`config.mk`:
```
export PLATFORM = sky130hd
export DESIGN_NAME = tcdm_bank_amo_adapter
export DESIGN_NICKNAME = d
export VERILOG_FILES = /design/src/rtl/tcdm_bank_amo_adapter.sv
export SDC_FILE = /design/constraint.sdc
export NUM_CORES = 1
export LEC_CHECK = 0
export CAP_MARGIN = 20
export CELL_PAD_IN_SITES_DETAIL_PLACEMENT = 0
export CELL_PAD_IN_SITES_GLOBAL_PLACEMENT = 1
export CORE_MARGIN = 4
export CORE_UTILIZATION = 25
export DETAILED_ROUTE_END_ITERATION = 8
export GPL_TIMING_DRIVEN = 0
export PLACE_DENSITY = 0.51
export REMOVE_ABC_BUFFERS = 1
export SYNTH_ARGS = -nofsm -noshare
export SYNTH_HDL_FRONTEND = slang
export SYNTH_SLANG_ARGS = --single-unit
```
`constraint.sdc`:
```
create_clock -name clk_i -period 6 [get_ports clk_i]
set_input_delay 1.2 -clock clk_i [delete_from_list [all_inputs] [get_ports clk_i]]
set_output_delay 1.2 -clock clk_i [all_outputs]
set_load 0.01 [all_outputs]
```
`src/rtl/tcdm_bank_amo_adapter.sv`:
```
// TCDM bank adapter: valid/ready requests to one single-port SRAM bank, AMO read-modify-write, LR/SC.
// Latency: read/AMO/LR 2 cycles, write/SC 1 cycle; in_ready drops when response credits run out.
module tcdm_bank_amo_adapter #(
    parameter int DataWidth   = 32,
    parameter int AddrWidth   = 8,
    parameter int MetaWidth   = 16,
    parameter int CoreIdWidth = 2,
    parameter int RespDepth   = 2
) (
    input  logic                     clk_i,
    input  logic                     rst_i,
    input  logic                     in_valid_i,
    output logic                     in_ready_o,
    input  logic [AddrWidth-1:0]     in_addr_i,
    input  logic                     in_wen_i,
    input  logic [DataWidth/8-1:0]   in_be_i,
    input  logic [3:0]               in_amo_i,
    input  logic [DataWidth-1:0]     in_data_i,
    input  logic [CoreIdWidth-1:0]   in_core_i,
    input  logic [MetaWidth-1:0]     in_meta_i,
    output logic                     out_valid_o,
    input  logic                     out_ready_i,
    output logic [DataWidth-1:0]     out_data_o,
    output logic [MetaWidth-1:0]     out_meta_o,
    output logic                     mem_req_o,
    output logic                     mem_we_o,
    output logic [AddrWidth-1:0]     mem_addr_o,
    output logic [DataWidth-1:0]     mem_wdata_o,
    output logic [DataWidth/8-1:0]   mem_be_o,
    input  logic [DataWidth-1:0]     mem_rdata_i
);
    localparam int PtrWidth = (RespDepth > 1) ? $clog2(RespDepth) : 1;
    localparam int CntWidth = $clog2(RespDepth + 1) + 1;

    typedef enum logic {IDLE, AMO_WB} state_t;
    state_t state;

    logic                   inflight, pend_amo;
    logic [3:0]             pend_op;
    logic [DataWidth-1:0]   pend_operand;
    logic [AddrWidth-1:0]   pend_addr;
    logic [MetaWidth-1:0]   pend_meta;

    logic                   rsv_vld;
    logic [AddrWidth-1:0]   rsv_addr;
    logic [CoreIdWidth-1:0] rsv_core;

    logic [DataWidth-1:0]   fifo_data [RespDepth];
    logic [MetaWidth-1:0]   fifo_meta [RespDepth];
    logic [PtrWidth-1:0]    wr_ptr, rd_ptr, imm_idx;
    logic [CntWidth-1:0]    fifo_count, occ;

    logic [3:0]             op_eff;
    logic                   is_plain, is_amo, is_lr, is_sc, sc_ok, accept;
    logic                   wr_now, rd_now, push_rd, push_imm, pop;
    logic [DataWidth-1:0]   imm_data, amo_result;

    function automatic logic [PtrWidth-1:0] ptr_inc(input logic [PtrWidth-1:0] p);
        return (p == PtrWidth'(RespDepth - 1)) ? '0 : p + PtrWidth'(1);
    endfunction

    // Opcodes C..F decode as "no AMO".
    assign op_eff   = (in_amo_i >= 4'hC) ? 4'h0 : in_amo_i;
    assign is_plain = (op_eff == 4'h0);
    assign is_amo   = (op_eff >= 4'h1) && (op_eff <= 4'h9);
    assign is_lr    = (op_eff == 4'hA);
    assign is_sc    = (op_eff == 4'hB);
    assign sc_ok    = rsv_vld && (rsv_addr == in_addr_i) && (rsv_core == in_core_i);

    assign occ        = fifo_count + CntWidth'(inflight);
    assign in_ready_o = !rst_i && (state == IDLE) && (occ < CntWidth'(RespDepth));
    assign accept     = in_valid_i && in_ready_o;

    assign wr_now   = accept && ((is_plain && in_wen_i) || (is_sc && sc_ok));
    assign rd_now   = accept && ((is_plain && !in_wen_i) || is_amo || is_lr);
    assign push_rd  = inflight;
    assign push_imm = accept && ((is_plain && in_wen_i) || is_sc);
    assign imm_data = {{(DataWidth-1){1'b0}}, is_sc && !sc_ok};
    assign pop      = out_valid_o && out_ready_i;

    always_comb begin
        amo_result = pend_operand;
        case (pend_op)
            4'd2:    amo_result = mem_rdata_i + pend_operand;
            4'd3:    amo_result = mem_rdata_i & pend_operand;
            4'd4:    amo_result = mem_rdata_i | pend_operand;
            4'd5:    amo_result = mem_rdata_i ^ pend_operand;
            4'd6:    amo_result = ($signed(mem_rdata_i) > $signed(pend_operand)) ? mem_rdata_i : pend_operand;
            4'd7:    amo_result = (mem_rdata_i > pend_operand) ? mem_rdata_i : pend_operand;
            4'd8:    amo_result = ($signed(mem_rdata_i) < $signed(pend_operand)) ? mem_rdata_i : pend_operand;
            4'd9:    amo_result = (mem_rdata_i < pend_operand) ? mem_rdata_i : pend_operand;
            default: amo_result = pend_operand;
        endcase
    end

    always_comb begin
        mem_req_o   = 1'b0;
        mem_we_o    = 1'b0;
        mem_addr_o  = '0;
        mem_wdata_o = '0;
        mem_be_o    = '0;
        if (state == AMO_WB) begin
            mem_req_o   = 1'b1;
            mem_we_o    = 1'b1;
            mem_addr_o  = pend_addr;
            mem_wdata_o = amo_result;
            mem_be_o    = '1;
        end else if (wr_now || rd_now) begin
            mem_req_o   = 1'b1;
            mem_we_o    = wr_now;
            mem_addr_o  = in_addr_i;
            mem_wdata_o = wr_now ? in_data_i : '0;
            mem_be_o    = is_plain ? in_be_i : '1;
        end
    end

    always_ff @(posedge clk_i or posedge rst_i) begin
        if (rst_i) begin
            state        <= IDLE;
            inflight     <= 1'b0;
            pend_amo     <= 1'b0;
            pend_op      <= '0;
            pend_operand <= '0;
            pend_addr    <= '0;
            pend_meta    <= '0;
            rsv_vld      <= 1'b0;
            rsv_addr     <= '0;
            rsv_core     <= '0;
        end else begin
            state    <= (rd_now && is_amo) ? AMO_WB : IDLE;
            inflight <= rd_now;
            if (rd_now) begin
                pend_amo     <= is_amo;
                pend_op      <= is_amo ? op_eff : 4'h0;
                pend_operand <= in_data_i;
                pend_addr    <= in_addr_i;
                pend_meta    <= in_meta_i;
            end
            // Reservation is resolved entirely in the accept cycle.
            if (accept) begin
                if (is_lr) begin
                    rsv_vld  <= 1'b1;
                    rsv_addr <= in_addr_i;
                    rsv_core <= in_core_i;
                end else if (is_sc && sc_ok) begin
                    rsv_vld <= 1'b0;
                end else if (((is_plain && in_wen_i) || is_amo) && (rsv_addr == in_addr_i)) begin
                    rsv_vld <= 1'b0;
                end
            end
        end
    end

    // A read completing and a write accepted in the same cycle push two entries, read first.
    assign imm_idx = push_rd ? ptr_inc(wr_ptr) : wr_ptr;

    always_ff @(posedge clk_i) begin
        if (push_rd) begin
            fifo_data[wr_ptr] <= mem_rdata_i;
            fifo_meta[wr_ptr] <= pend_meta;
        end
        if (push_imm) begin
            fifo_data[imm_idx] <= imm_data;
            fifo_meta[imm_idx] <= in_meta_i;
        end
    end

    always_ff @(posedge clk_i or posedge rst_i) begin
        if (rst_i) begin
            wr_ptr     <= '0;
            rd_ptr     <= '0;
            fifo_count <= '0;
        end else begin
            if (push_rd && push_imm)
                wr_ptr <= ptr_inc(ptr_inc(wr_ptr));
            else if (push_rd || push_imm)
                wr_ptr <= ptr_inc(wr_ptr);
            if (pop)
                rd_ptr <= ptr_inc(rd_ptr);
            fifo_count <= fifo_count + CntWidth'(push_rd) + CntWidth'(push_imm) - CntWidth'(pop);
        end
    end

    assign out_valid_o = (fifo_count != '0);
    assign out_data_o  = out_valid_o ? fifo_data[rd_ptr] : '0;
    assign out_meta_o  = out_valid_o ? fifo_meta[rd_ptr] : '0;

    logic unused_pend_amo;
    assign unused_pend_amo = pend_amo;

endmodule

```
======== Word-level counts from Yosys, hierarchy flattened ========
Memory sizes are Yosys's and may differ from the RTL's.
Index checks and enable logic that the tools add are counted.
Widths: inputs -> output; s select.
operators by class
  add/sub/neg operators ................... 7
  $lt $le $gt $ge ......................... 8
  equality and inequality tests ........... 12
  multiplexer cells ....................... 35
  bitwise logic cells ..................... 4
  reduce and logical (&&, ||, !) cells .... 33
operators with widths
  kind                number
  $mux 32             8
  $pmux 32 s8         1
  $gt 32x32->1        2
  $lt 32x32->1        2
  $add 32x32->32      1
  $and 32x32->32      1
  $or 32x32->32       1
  $xor 32x32->32      1
  $mux 4              5
  $mux 1              18
  $logic_and 1x1->1   17
  $eq 4x3->1 const B  4
  $eq 4x4->1 const B  4
  $mux 16             1
  $mux 8              2
  $eq 4x2->1 const B  2
  $eq 8x8->1          1
  $logic_or 1x1->1    7
  $add 3x1->3         2
  $reduce_bool 3->1   2
  $ge 4x1->1 const B  1
  $ge 4x4->1 const B  1
  $le 4x4->1 const B  1
  $logic_not 4->1     1
  other kinds (8)     13
storage, ports and cells
  flip-flop bits (word level) ............. 78
  RAM bits ................................ 96
  output and inout bits ................... 96
  word-level logic and storage cells ...... 113
  memories ................................ 2
memory list
  memory     words  bits a word  read ports  clocked after Yosys merged registers in  wr ports  RTL line  source
  fifo_data  2      32           1           0                                        2         48        logic [DataWidth-1:0] fifo_data [RespDepth];
  fifo_meta  2      16           1           0                                        2         49        logic [MetaWidth-1:0] fifo_meta [RespDepth];

======== Longest topological paths before layout ========
  depth after elaboration ................. 10
  depth in mapped cells ................... 13
  mapped depth without buffers ............ 13

======== Worst setup path after synthesis ========
No wires, ideal clock.
  path kind ............................... input to output
  from .................................... input mem_rdata_i[29]
  to ...................................... output mem_wdata_o[11]
  data arrival time ....................... 3.744 ns
  data required time ...................... 4.800 ns
  slack ................................... 1.056 ns
  cell stages on the path ................. 13
  buffers on the path ..................... 2
  cells stage by stage .................... inv_1 -> ha_1 -> buf_2 -> nor4_2 -> nand4_1 -> a21oi_1 -> nor4_4 -> nand2_2 -> mux2_4 -> buf_6 -> a221o_1 -> a32oi_1 -> nand2_1
on the way
  word-level cells in the longest chain between the ends .. 4
  elaborated cells between the ends (all ways) .. 10
ends and longest elaborated chain
  element                                     RTL line  source
  start, declared                             30        input logic [DataWidth-1:0] mem_rdata_i
  $lt 32x32->1, or another cell as far along  91        4'd9: amo_result = (mem_rdata_i < pend_operand) ? mem_rdata_i : pend_operand;
  $mux 32 (on tied branches)                  n/a
  $pmux 32 s8 (*)                             83        case (pend_op)
  $mux 32 (*)                                 102       if (state == AMO_WB) begin
  end, declared                               28        output logic [DataWidth-1:0] mem_wdata_o,
Mark *: on every way between the ends. The rest lies on a longest branch, timed or not.

======== Worst setup path in the final report ========
  from .................................... input mem_rdata_i[30]
  to ...................................... output mem_wdata_o[16]
The elaborated chain is that of the path after synthesis.

==> flow_summary.yaml <==
status:
  status: "finished, final reports clean"
synth:
  synth.avg_cell_area_sq_um: 8.43
  syn-instance-count: 1562
  yosysTopAreaCell: "dfrtp_1"
  seq_area_frac_synth_pct: 32.0
  synthTopCellsByArea: "dfrtp_1, ha_1, dfxtp_1"
  synth_top_area_share_pct: 14.8
  yosys_warnings: 0
  synthDistinctLibCells: 83
  async_reset_ff_share_pct: 44.8
  synth_area_sq_um: 13200
  ys_ff_latch: 174
  yosysMostFrequentCell: "nand2_1"
  synthTopCellsByCount: "nand2_1, nor2_1, mux2i_1"
  synth-edff-count: 34
  ys.flop_type: "dfrtp_1"
cts:
  cts_max_path_buffers: 2
  h-tree-depth: 4
  clkLatencyLatePin_ns: 0.50
  clk_pin_slew_ns: 0.07
  hold_buffers: 0
  cts-root-buf: "clkbuf_16"
  cts_buffers: 17
  cts_tree: "yes"
  cts.sinks: 174
place:
  dp_hpwl_um: 35600
  gp_congestion: 0.825
  numPortBuffers: 198
timing:
  max_slew_margin_pct: 32.4
  fmax_mhz: 170
  clock_skew_ns: 0.0195
  rsz0062_at_grt: "true"
  worst_pin_slew_ns: 1.01
  fin_crit_sh_pct: 98.0
  timing_hold_violations_final: 0
  maxSlewViolCount: 0
  hold_ws_ns: 0.492
  min_period_ns: 5.88
  setup_viol: 0
run:
  cap_violations: 0
hold_path:
  holdCritStartpoint: "fifo_data[1][23]"
  hp-class: "flip-flop to flip-flop"
global_route:
  track_usage_pct: 18.1
  grt_pass1_wl_um: 77500
  grt_max_degree: 47
  first_global_vias: 12300
  antenna_found_initial: 3
  overflow: 0
final_layout:
  area_delta_synth_final_pct: 33.8
  nets: 1949
  post_route_cells_drive_above_1_share_pct: 16.2
  nFillCells: 5396
floorplanning:
  initial_core_util_pct: 25.5
  die_area_sq_um: 56400
  die_x_um: 238
  row_count: 83
  coreArea_sq_um: 51700
  ios: 199
  die_h_um: 238
setup_path:
  cp-startpoint: "mem_rdata_i[30]"
  crit_required_ns: 4.80
  max_stage_delay_ns: 0.49
  cp_top_family: "buffers and inverters"
  crit_top_cell: "buf_4"
  worstPathMaxFanout: 8
  slowest_stage: "clkdlybuf4s50_1"
  critPathLaunchType: "primary input"
  worst-setup-path-type: "primary input to output port"
  crit_buf_inv: 5
  cp.arrival_ns: 4.68
  critical_path.endpoint_type: "output port"
  path_cells: "clkdlybuf4s15_2 -> inv_2 -> ha_4 -> nor4_4 -> nand4_1 -> buf_4 -> buf_4 -> nor3_4 -> o21ai_4 -> mux2_8 -> a211o_1 -> o2bb2ai_1 -> a221o_1 -> clkdlybuf4s50_1"
  r2r-start: "inflight"
drt:
  drc_errors: 0
  wl_per_cell_um: 21.1
  final_antenna_net_count: 0
  vias: 12100
  routed_wl_um: 51300
  drt-initial-drc-count: 717
  viasPerCell: 5.00
  drt_pass1_iterations: 6
power:
  leakagePower_uw: 0.00742
  power_density_nw_per_um2: 501
  worst_ir_drop_vdd_v: 0.000264
  power_uw: 8830
-- layout by cell type, fill, tap and decap left out, types with 17 or more instances in the layout --
cell type,Yosys,final
edfxtp_1,34,34
o21ai_0,100,94
buf_4,1,30
a21oi_1,84,73
clkbuf_16,0,17
o211ai_1,20,20
inv_1,90,88
dfxtp_1,62,62
nand2_1,218,216
a21o_1,21,20
dfrtp_1,78,76
nor2_1,173,169
mux2_2,48,48
nand3_1,24,24
ha_1,108,78
mux2i_1,117,117
clkdlybuf4s50_1,0,155
-- flip-flops by register name (all words and copies together) (netlist names), 2 cells and up --
name	count
fifo_data	64
pend_operand	32
fifo_count	3
fifo_meta	32
pend_meta	16
rsv_core	2
pend_addr	8
rsv_addr	8
pend_op	4
-- cell families (layout without fill, tap and decap cells) --
| logic type | count (synthesis) | in the layout | synth area share (%) |
|---|---|---|---|
| compound gates | 375 | 377 | 19.4 |
| xor+xnor | 29 | 29 | 1.93 |
| fa+ha+maj | 110 | 110 | 10.6 |
| buf+inv | 198 | 381 | 5.95 |
| flops | 174 | 174 | 32.0 |
| mux | 166 | 168 | 13.1 |
| other cells | 0 | 1 | 0 |
| simple gates | 510 | 510 | 17.0 |
-- power breakdown --
group / switching (uW) / internal (uW)
combinational: 3110 / 2520
sequential: 376 / 1680
clock: 585 / 561
-- metal layers --
metal | vias to the layer above | track usage [%] | wire, um | share of wire (%)
met2 | 255 | 29.2 | 24100 | 47
met3 | 59 | 3.43 | 2070 | 4.0
li1 | 5881 | - | - | -
met4 | 4 | 5.66 | 945 | 1.8
met5 | - | 0 | 21 | 0.041
met1 | 5943 | 24.4 | 24100 | 47
-- stage by stage --
stage	cell area, sq um	cells	TNS [ns]	utilization (%)	setup slack, ns
5_1_grt	17600	2429	-0.0667	34.1	-0.0618
2_1_floorplan	12700	1457	0	-	0.363
6_report	17600	2430	0	34.1	0.120
3_3_place_gp	15600	2335	-382.23	30.1	-3.60
3_5_place_dp	16100	2359	-36.90	31.2	-1.39
4_1_cts	17400	2422	0	33.7	0.000701
-- final cells by class --
cell class | instances | area [sq um] | area share [%]
Multi-Input combinational cell | 1194 | 8910 | 50.6
Sequential cell | 174 | 4220 | 24.0
Timing Repair Buffer | 256 | 2700 | 15.3
Tap cell | 680 | 851 | 4.83
Clock buffer | 18 | 439 | 2.49
Inverter | 93 | 353 | 2.00
Clock inverter | 14 | 138 | 0.781
Antenna cell | 1 | 2.50 | 0.0142
-- path summary, 6_finish.rpt --
path | to | slack, ns | cells past startpoint
worst max register to register | fifo_meta[0][13] | 1.79 | 10
worst max-delay path | mem_wdata_o[16] | 0.12 | 14
max in group asynchronous | pend_operand[21] | 4.12 | 3
worst min-delay path | fifo_data[1][23] | 0.49 | 2
min in group asynchronous | pend_meta[2] | 1.18 | 2
worst min register to register | fifo_data[1][23] | 0.49 | 2
-- timing repair --
action | in CTS | in global routing
pin swaps | 21 | 12
gates resized for setup | 160 | 70
gates cloned | 4 | 0
endpoints found under the setup margin | 45 | 42
setup buffers | 27 | 7
-- tightest hold or removal path: cells and delay by family (launching register included) --
family | cells | cell delay (ns)
muxes | 1 | 0.06
DFF | 1 | 0.33
and+or+nand+nor | 1 | 0.07
(Power assumes the default switching activity.)
